$ cat config.mk
export PLATFORM = sky130hd
export DESIGN_NAME = uart_tx_arbiter_flat
export DESIGN_NICKNAME = d
export VERILOG_FILES = /design/src/rtl/uart_pkg.sv /design/src/rtl/uart_tx_arbiter_if.sv /design/src/rtl/uart_tx_arbiter_rr_pick.sv /design/src/rtl/uart_tx_arbiter.sv /design/src/flat_wrapper.sv
export SDC_FILE = /design/constraint.sdc
export NUM_CORES = 1
export LEC_CHECK = 0
export ABC_CLOCK_PERIOD_IN_PS = 2100
export CORE_MARGIN = 5
export CORE_UTILIZATION = 40
export CTS_CLUSTER_SIZE = 40
export DETAILED_ROUTE_END_ITERATION = 8
export GPL_TIMING_DRIVEN = 0
export PLACE_DENSITY = 0.87
export SETUP_SLACK_MARGIN = 0.05
export SLEW_MARGIN = 20
export SYNTH_ARGS = -nofsm -noshare
export SYNTH_HDL_FRONTEND = slang
export SYNTH_SLANG_ARGS = --single-unit
$ cat constraint.sdc
create_clock -name i_clk -period 2.1 [get_ports i_clk]
set_input_delay 0.21 -clock i_clk [delete_from_list [all_inputs] [get_ports i_clk]]
set_output_delay 0.21 -clock i_clk [all_outputs]
set_load 0.02 [all_outputs]
$ cat src/rtl/uart_pkg.sv
// rtl/uart_pkg.sv - shared state encoding for the UART transmit arbiter
package uart_pkg;

   localparam int ST_W = 3;

   typedef logic [ST_W-1:0] state_t;

   localparam state_t ST_IDLE      = 3'd0;
   localparam state_t ST_LOAD      = 3'd1;
   localparam state_t ST_ISSUE     = 3'd2;
   localparam state_t ST_WAIT_BUSY = 3'd3;
   localparam state_t ST_WAIT_IDLE = 3'd4;

endpackage

$ cat src/rtl/uart_tx_arbiter_if.sv
// rtl/uart_tx_arbiter_if.sv - requester and drive handshake bundle of the transmit arbiter
interface uart_tx_arbiter_if #(
   parameter int P_REQ_NUM    = 4,
   parameter int P_DATA_WIDTH = 8
);

   logic [P_REQ_NUM-1:0]              i_req_valid;
   logic [P_REQ_NUM*P_DATA_WIDTH-1:0] i_req_data;
   logic [P_REQ_NUM-1:0]              i_req_last;
   logic [P_REQ_NUM-1:0]              o_req_ready;
   logic [P_DATA_WIDTH-1:0]           o_user_tx_data;
   logic                              o_user_tx_valid;
   logic                              i_user_tx_ready;
   logic [P_REQ_NUM-1:0]              o_grant;
   logic                              o_busy;
   logic                              o_timeout_err;

   // Requesters plus the UART drive: they source bytes and the drive-idle flag.
   modport master (
      output i_req_valid, i_req_data, i_req_last, i_user_tx_ready,
      input  o_req_ready, o_user_tx_data, o_user_tx_valid, o_grant, o_busy, o_timeout_err
   );

   // The arbiter itself.
   modport slave (
      input  i_req_valid, i_req_data, i_req_last, i_user_tx_ready,
      output o_req_ready, o_user_tx_data, o_user_tx_valid, o_grant, o_busy, o_timeout_err
   );

endinterface

$ cat src/rtl/uart_tx_arbiter_rr_pick.sv
// rtl/uart_tx_arbiter_rr_pick.sv - combinational round-robin winner select
module rr_pick #(
   parameter int P_REQ_NUM = 4,
   parameter int PTR_W     = 2
) (
   input  logic [P_REQ_NUM-1:0] req,
   input  logic [PTR_W-1:0]     ptr,
   output logic [P_REQ_NUM-1:0] grant
);

   logic [PTR_W:0] idx_w;
   logic           found;

   // Scan from ptr upward with wrap; the first requesting index wins.
   always_comb begin
      grant = '0;
      found = 1'b0;
      idx_w = '0;
      for (int i = 0; i < P_REQ_NUM; i++) begin
         idx_w = {1'b0, ptr} + (PTR_W+1)'(i);
         if (idx_w >= (PTR_W+1)'(P_REQ_NUM)) begin
            idx_w = idx_w - (PTR_W+1)'(P_REQ_NUM);
         end
         if (!found && req[idx_w[PTR_W-1:0]]) begin
            grant[idx_w[PTR_W-1:0]] = 1'b1;
            found                   = 1'b1;
         end
      end
   end

endmodule

$ cat src/rtl/uart_tx_arbiter.sv
// rtl/uart_tx_arbiter.sv - packet-locked round-robin arbiter feeding one UART transmit drive
module uart_tx_arbiter
   import uart_pkg::*;
#(
   parameter int P_REQ_NUM      = 4,
   parameter int P_DATA_WIDTH   = 8,
   parameter int P_BUSY_TIMEOUT = 16
) (
   input  logic               i_clk,
   input  logic               i_rst,
   uart_tx_arbiter_if.slave   bus
);

   localparam int PTR_W = (P_REQ_NUM > 1) ? $clog2(P_REQ_NUM) : 1;
   localparam int CNT_W = $clog2(P_BUSY_TIMEOUT + 1);

   state_t                  state_q;
   state_t                  state_d;
   logic [P_REQ_NUM-1:0]    grant_q;
   logic [P_REQ_NUM-1:0]    pick;
   logic [PTR_W-1:0]        rr_ptr_q;
   logic [PTR_W-1:0]        grant_idx;
   logic [PTR_W-1:0]        next_ptr;
   logic [P_DATA_WIDTH-1:0] data_q;
   logic [P_DATA_WIDTH-1:0] sel_data;
   logic                    last_q;
   logic                    sel_last;
   logic [CNT_W-1:0]        cnt_q;
   logic                    any_req;
   logic                    xfer;
   logic                    drive_ready;
   logic                    busy_timeout;

   assign any_req     = |bus.i_req_valid;
   assign drive_ready = bus.i_user_tx_ready;
   assign xfer        = (state_q == ST_LOAD) && (|(grant_q & bus.i_req_valid));
   // The drive never dropped ready during the whole busy window.
   assign busy_timeout = (state_q == ST_WAIT_BUSY) && drive_ready &&
                         (cnt_q == CNT_W'(P_BUSY_TIMEOUT - 1));

   rr_pick #(
      .P_REQ_NUM (P_REQ_NUM),
      .PTR_W     (PTR_W)
   ) u_rr_pick (
      .req   (bus.i_req_valid),
      .ptr   (rr_ptr_q),
      .grant (pick)
   );

   // Owner index plus its byte/last lanes, selected by the registered grant.
   always_comb begin
      grant_idx = '0;
      sel_data  = '0;
      sel_last  = 1'b0;
      for (int k = 0; k < P_REQ_NUM; k++) begin
         if (grant_q[k]) begin
            grant_idx = PTR_W'(k);
            sel_data  = bus.i_req_data[k*P_DATA_WIDTH +: P_DATA_WIDTH];
            sel_last  = bus.i_req_last[k];
         end
      end
   end

   assign next_ptr = (grant_idx == PTR_W'(P_REQ_NUM - 1)) ? '0 : grant_idx + 1'b1;

   // State register; reset abandons any byte in flight.
   always_ff @(posedge i_clk) begin
      if (i_rst) begin
         state_q <= ST_IDLE;
      end else begin
         state_q <= state_d;
      end
   end

   // Next-state: arbitrate, fetch a byte, issue it, then follow the drive's ready.
   always_comb begin
      state_d = state_q;
      case (state_q)
         ST_IDLE:      if (any_req) state_d = ST_LOAD;
         ST_LOAD:      if (xfer) state_d = ST_ISSUE;
         ST_ISSUE:     if (drive_ready) state_d = ST_WAIT_BUSY;
         ST_WAIT_BUSY: if (!drive_ready || busy_timeout) state_d = ST_WAIT_IDLE;
         ST_WAIT_IDLE: if (drive_ready) state_d = last_q ? ST_IDLE : ST_LOAD;
         default:      state_d = ST_IDLE;
      endcase
   end

   // Grant, pointer, captured byte and busy-wait counter.
   always_ff @(posedge i_clk) begin
      if (i_rst) begin
         grant_q  <= '0;
         rr_ptr_q <= '0;
         data_q   <= '0;
         last_q   <= 1'b0;
         cnt_q    <= '0;
      end else begin
         case (state_q)
            ST_IDLE: begin
               if (any_req) grant_q <= pick;
            end
            ST_LOAD: begin
               if (xfer) begin
                  data_q <= sel_data;
                  last_q <= sel_last;
               end
            end
            ST_ISSUE: begin
               if (drive_ready) cnt_q <= '0;
            end
            ST_WAIT_BUSY: begin
               if (drive_ready && (cnt_q != CNT_W'(P_BUSY_TIMEOUT))) cnt_q <= cnt_q + 1'b1;
            end
            ST_WAIT_IDLE: begin
               if (drive_ready && last_q) begin
                  rr_ptr_q <= next_ptr;
                  grant_q  <= '0;
               end
            end
            default: begin
               grant_q <= '0;
            end
         endcase
      end
   end

   // Handshake outputs derived from the current state.
   always_comb begin
      bus.o_req_ready     = '0;
      bus.o_user_tx_valid = 1'b0;
      bus.o_busy          = (state_q != ST_IDLE);
      bus.o_timeout_err   = busy_timeout;
      if (state_q == ST_LOAD) bus.o_req_ready = grant_q & bus.i_req_valid;
      if (state_q == ST_ISSUE) bus.o_user_tx_valid = drive_ready;
   end

   assign bus.o_grant        = grant_q;
   assign bus.o_user_tx_data = data_q;

endmodule

$ cat src/flat_wrapper.sv
// flat-port wrapper written by rule: the top's interface ports become plain ports
module uart_tx_arbiter_flat import uart_pkg::*;
#(
   parameter int P_REQ_NUM      = 4,
   parameter int P_DATA_WIDTH   = 8,
   parameter int P_BUSY_TIMEOUT = 16
)
  (i_clk, i_rst, bus_i_req_valid, bus_i_req_data, bus_i_req_last, bus_i_user_tx_ready, bus_o_req_ready, bus_o_user_tx_data, bus_o_user_tx_valid, bus_o_grant, bus_o_busy, bus_o_timeout_err);
  uart_tx_arbiter_if #(.P_REQ_NUM(P_REQ_NUM), .P_DATA_WIDTH(P_DATA_WIDTH)) bus_i ();
  input  logic i_clk;
  input  logic i_rst;
  input wire logic [$bits(bus_i.i_req_valid)-1:0] bus_i_req_valid;
  input wire logic [$bits(bus_i.i_req_data)-1:0] bus_i_req_data;
  input wire logic [$bits(bus_i.i_req_last)-1:0] bus_i_req_last;
  input wire logic [$bits(bus_i.i_user_tx_ready)-1:0] bus_i_user_tx_ready;
  output wire logic [$bits(bus_i.o_req_ready)-1:0] bus_o_req_ready;
  output wire logic [$bits(bus_i.o_user_tx_data)-1:0] bus_o_user_tx_data;
  output wire logic [$bits(bus_i.o_user_tx_valid)-1:0] bus_o_user_tx_valid;
  output wire logic [$bits(bus_i.o_grant)-1:0] bus_o_grant;
  output wire logic [$bits(bus_i.o_busy)-1:0] bus_o_busy;
  output wire logic [$bits(bus_i.o_timeout_err)-1:0] bus_o_timeout_err;
  assign bus_i.i_req_valid = bus_i_req_valid;
  assign bus_i.i_req_data = bus_i_req_data;
  assign bus_i.i_req_last = bus_i_req_last;
  assign bus_i.i_user_tx_ready = bus_i_user_tx_ready;
  assign bus_o_req_ready = bus_i.o_req_ready;
  assign bus_o_user_tx_data = bus_i.o_user_tx_data;
  assign bus_o_user_tx_valid = bus_i.o_user_tx_valid;
  assign bus_o_grant = bus_i.o_grant;
  assign bus_o_busy = bus_i.o_busy;
  assign bus_o_timeout_err = bus_i.o_timeout_err;
  uart_tx_arbiter #(.P_REQ_NUM(P_REQ_NUM), .P_DATA_WIDTH(P_DATA_WIDTH), .P_BUSY_TIMEOUT(P_BUSY_TIMEOUT)) u_core (.i_clk(i_clk), .i_rst(i_rst), .bus(bus_i));
endmodule
==> results.json <==
{
  "status": "complete, but fails checks",
  "failed_checks": "negative setup slack",
  "fin_area_um2": 2540,
  "diodes": 0,
  "nets": 344,
  "rr_startpoint": "u_core.rr_ptr_q[0]$_SDFFE_PP0P_",
  "yosys.cell_types.count": 43,
  "clk_path_buf_depth": 2,
  "hold_viol": 0,
  "n_fill_cell": 354,
  "coreArea_um2": 4060,
  "crit_path_max_incr_delay_ns": 0.40,
  "crit_chain": "clkinvlp_4, ha_4, mux2_4, and2_4, a221oi_4, a221oi_2, a221o_1",
  "netlist_top_cells_count": "nor2_1 (42), dfxtp_1 (23), nor3_1 (20)",
  "dieArea_um2": 5660,
  "startpoint": "u_core.rr_ptr_q[0]$_SDFFE_PP0P_",
  "final_cells": 339,
  "finalSetupTns_ns": -0.00385,
  "start_util_pct": 41.9,
  "syn_area_um2": 1700,
  "min_period_ns": 2.10,
  "drtPass1Iterations": 5,
  "clkTransAtPathRegs_ns": 0.08,
  "grt_pass1_wl_mm": 8.70,
  "hpwl_mm": 4.04,
  "fp.dieW_um": 75.2,
  "p_per_area_nw_per_um2": 487,
  "cts_tree": "built",
  "p_sw_share_pct": 33.1,
  "ys.flop_type": "dfxtp_1",
  "cp-end-kind": "flip-flop",
  "ios": 62,
  "cap_violations": 0,
  "synth.avg_cell_area_um2": 7.69,
  "synth_top_area_share_pct": 27.1,
  "cts.htree.levels": 1,
  "ys_ff_latch": 23,
  "critPathKind": "flip-flop to flip-flop",
  "grt_max_degree": 13,
  "wl_met1_mm": 2.28,
  "drc": 0,
  "layout_setup_ws_ns": -0.00385,
  "comb_power_share_pct": 38.1,
  "worstPathArrival_ns": 2.26,
  "syn2layout_area_growth_pct": 49.6,
  "peakVddDrop_mv": 0.264,
  "synth_fp_nets": 275,
  "clock-root-buffer": "clkbuf_8",
  "p_sw_mw": 0.410,
  "worstHoldStart": "i_rst",
  "relSlewSlack_pct": 58.0,
  "vias_per_cell": 5.72,
  "finalCritPeriodShare_pct": 100,
  "synthTopCellsByArea": "dfxtp_1 (27%), nor2_1 (9.3%), ha_1 (8.1%)",
  "io_buffer_count": 60,
  "worstMarginPinSlew_ns": 0.617,
  "synth.largest_area_cell": "dfxtp_1",
  "p_seq_share_pct": 39.5,
  "overflow": 0,
  "synth_edf_count": 0,
  "drt_iter0_drc": 89,
  "ant_nets": 0,
  "cts_buffers": 3,
  "yosysWarnings": 0,
  "setup_viol": 1,
  "gp_congestion": 0.973,
  "synth.most_common_cell": "nor2_1",
  "pwr-share-clk_pct": 22.4,
  "clock-sinks": 23,
  "cp_max_fo": 4,
  "dpl_worst_slack_ns": -0.252,
  "drv_slew": 0,
  "required_ns": 2.25,
  "r2r_cells": 7,
  "synth-seq-area-share_pct": 27.1,
  "post_dp_cell_area_um2": 2400,
  "start_kind": "flip-flop",
  "fmax_mhz": 475,
  "wl_per_cell_um": 16.3,
  "vias": 1940,
  "die_y_um": 75.2,
  "clock_skew_ns": 0.00127,
  "core.rowCount": 23,
  "dpl.cell_count": 331,
  "p_int_mw": 0.829,
  "holdBufCountCts": 0,
  "first_global_vias": 1906,
  "power_leakage_nw": 0.909,
  "grt_usage_pct": 19.5,
  "worst_hold_path_type": "primary input to flip-flop",
  "topRoutingLayerUsed": "met4",
  "layout-drive-gt1-share_pct": 12.5,
  "min_path_cells": 2,
  "dr_wl_met3_um": 361,
  "dr_wl_met2_mm": 2.81,
  "rsz0062_at_grt": "yes",
  "slowest_stage": "dfxtp_4",
  "async_flop_share_pct": 0,
  "fin_hold_ws_ns": 0.475,
  "routed_wl_mm": 5.53,
  "worstSkewPairLatency_ns": 0.26,
  "syn_inst": 221,
  "antenna_found_initial": 0
}
-- layout make-up --
class                           instances  area (um2)  share of cell area, %
Buffer                                 11        52.6                   2.07
Inverter                               13        52.6                   2.07
Tap cell                               50        62.6                   2.46
Multi-Input combinational cell        173        1230                   48.4
Sequential cell                        23         468                   18.4
Clock buffer                            4        45.0                   1.77
Timing Repair Buffer                   65         632                   24.8
-- cell families after synthesis --
| family | share of synthesized area [%] |
|---|---|
| DFF | 27.1 |
| adders and majority gates | 8.09 |
| AOI/OAI and AO/OA | 23.3 |
| xor gates and xnor gates | 1.03 |
| buffers and inverters | 6.40 |
| muxes | 5.52 |
| and+or+nand+nor | 28.6 |
-- layout by cell type, fill, tap and decap left out, drive strengths merged, types with 4 or more instances in the layout --
cell,Yosys,routed
a221o,4,4
o211ai,4,4
nor3,20,20
dlygate4sd2,0,5
a221oi,14,14
mux2i,6,6
clkbuf,8,12
o21ai,5,5
ha,11,11
inv,12,11
buf,4,8
nor2,43,43
dfxtp,23,23
a211oi,13,13
and3,4,4
a21oi,9,9
nand2,9,9
clkdlybuf4s50,0,55
-- sequential cells by signal, indices dropped and copies added (netlist names) --
name / flops
u_core.bus.o_user_tx_data: 8
u_core.bus.o_grant: 4
u_core.cnt_q: 5
u_core.rr_ptr_q: 2
u_core.state_q: 3
u_core.last_q: 1
-- per-stage QoR --
step | utilization (%) | power, mW
2_1_floorplan | - | 0.754
3_3_place_gp | 59.2 | 0.946
3_5_place_dp | 59.2 | 0.958
4_1_cts | 61.8 | 1.23
5_1_grt | 62.7 | 1.30
6_report | 62.7 | 1.24
-- timing repair --
item | CTS | global route
resized for setup | 15 | 8
endpoints found under the setup margin | 9 | 4
setup buffers | 4 | 1
pin swaps | 4 | 8
-- power by group through the flow --
stage	Sequential, mW	Combinational (mW)	Clock [mW]
after floorplan	0.525	0.229	0
after global placement	0.500	0.446	0
after CTS	0.491	0.461	0.276
after detailed placement	0.502	0.456	0
final	0.490	0.472	0.278
after global routing	0.495	0.511	0.297
-- layer usage --
metal	vias to the layer above	GRT usage, %
met1	914	23.9
met5	-	0
met3	11	2.94
met4	0	6.21
li1	950	-
met2	65	34.9
-- worst paths after layout --
| path | slack (ns) | endpoint |
|---|---|---|
| worst min-delay path | 0.47 | u_core.bus.o_user_tx_data[3]$_SDFFE_PP0P_ |
| worst min register to register | 0.50 | u_core.bus.o_user_tx_data[0]$_SDFFE_PP0P_ |
| worst max-delay path | -0.004 | u_core.bus.o_grant[2]$_SDFFE_PP0P_ |
| worst max register to register | -0.004 | u_core.bus.o_grant[2]$_SDFFE_PP0P_ |
-- worst max-delay path: cells and delay by family, from the launching register on --
kind                       cells  cell delay, ns
DFF                            1            0.40
buffers and inverters          1            0.12
muxes                          1            0.32
AOI/OAI and AO/OA              3            0.68
adders and majority gates      1            0.31
and+or+nand+nor                1            0.18
Note: power is estimated with default switching activity, not from simulation.
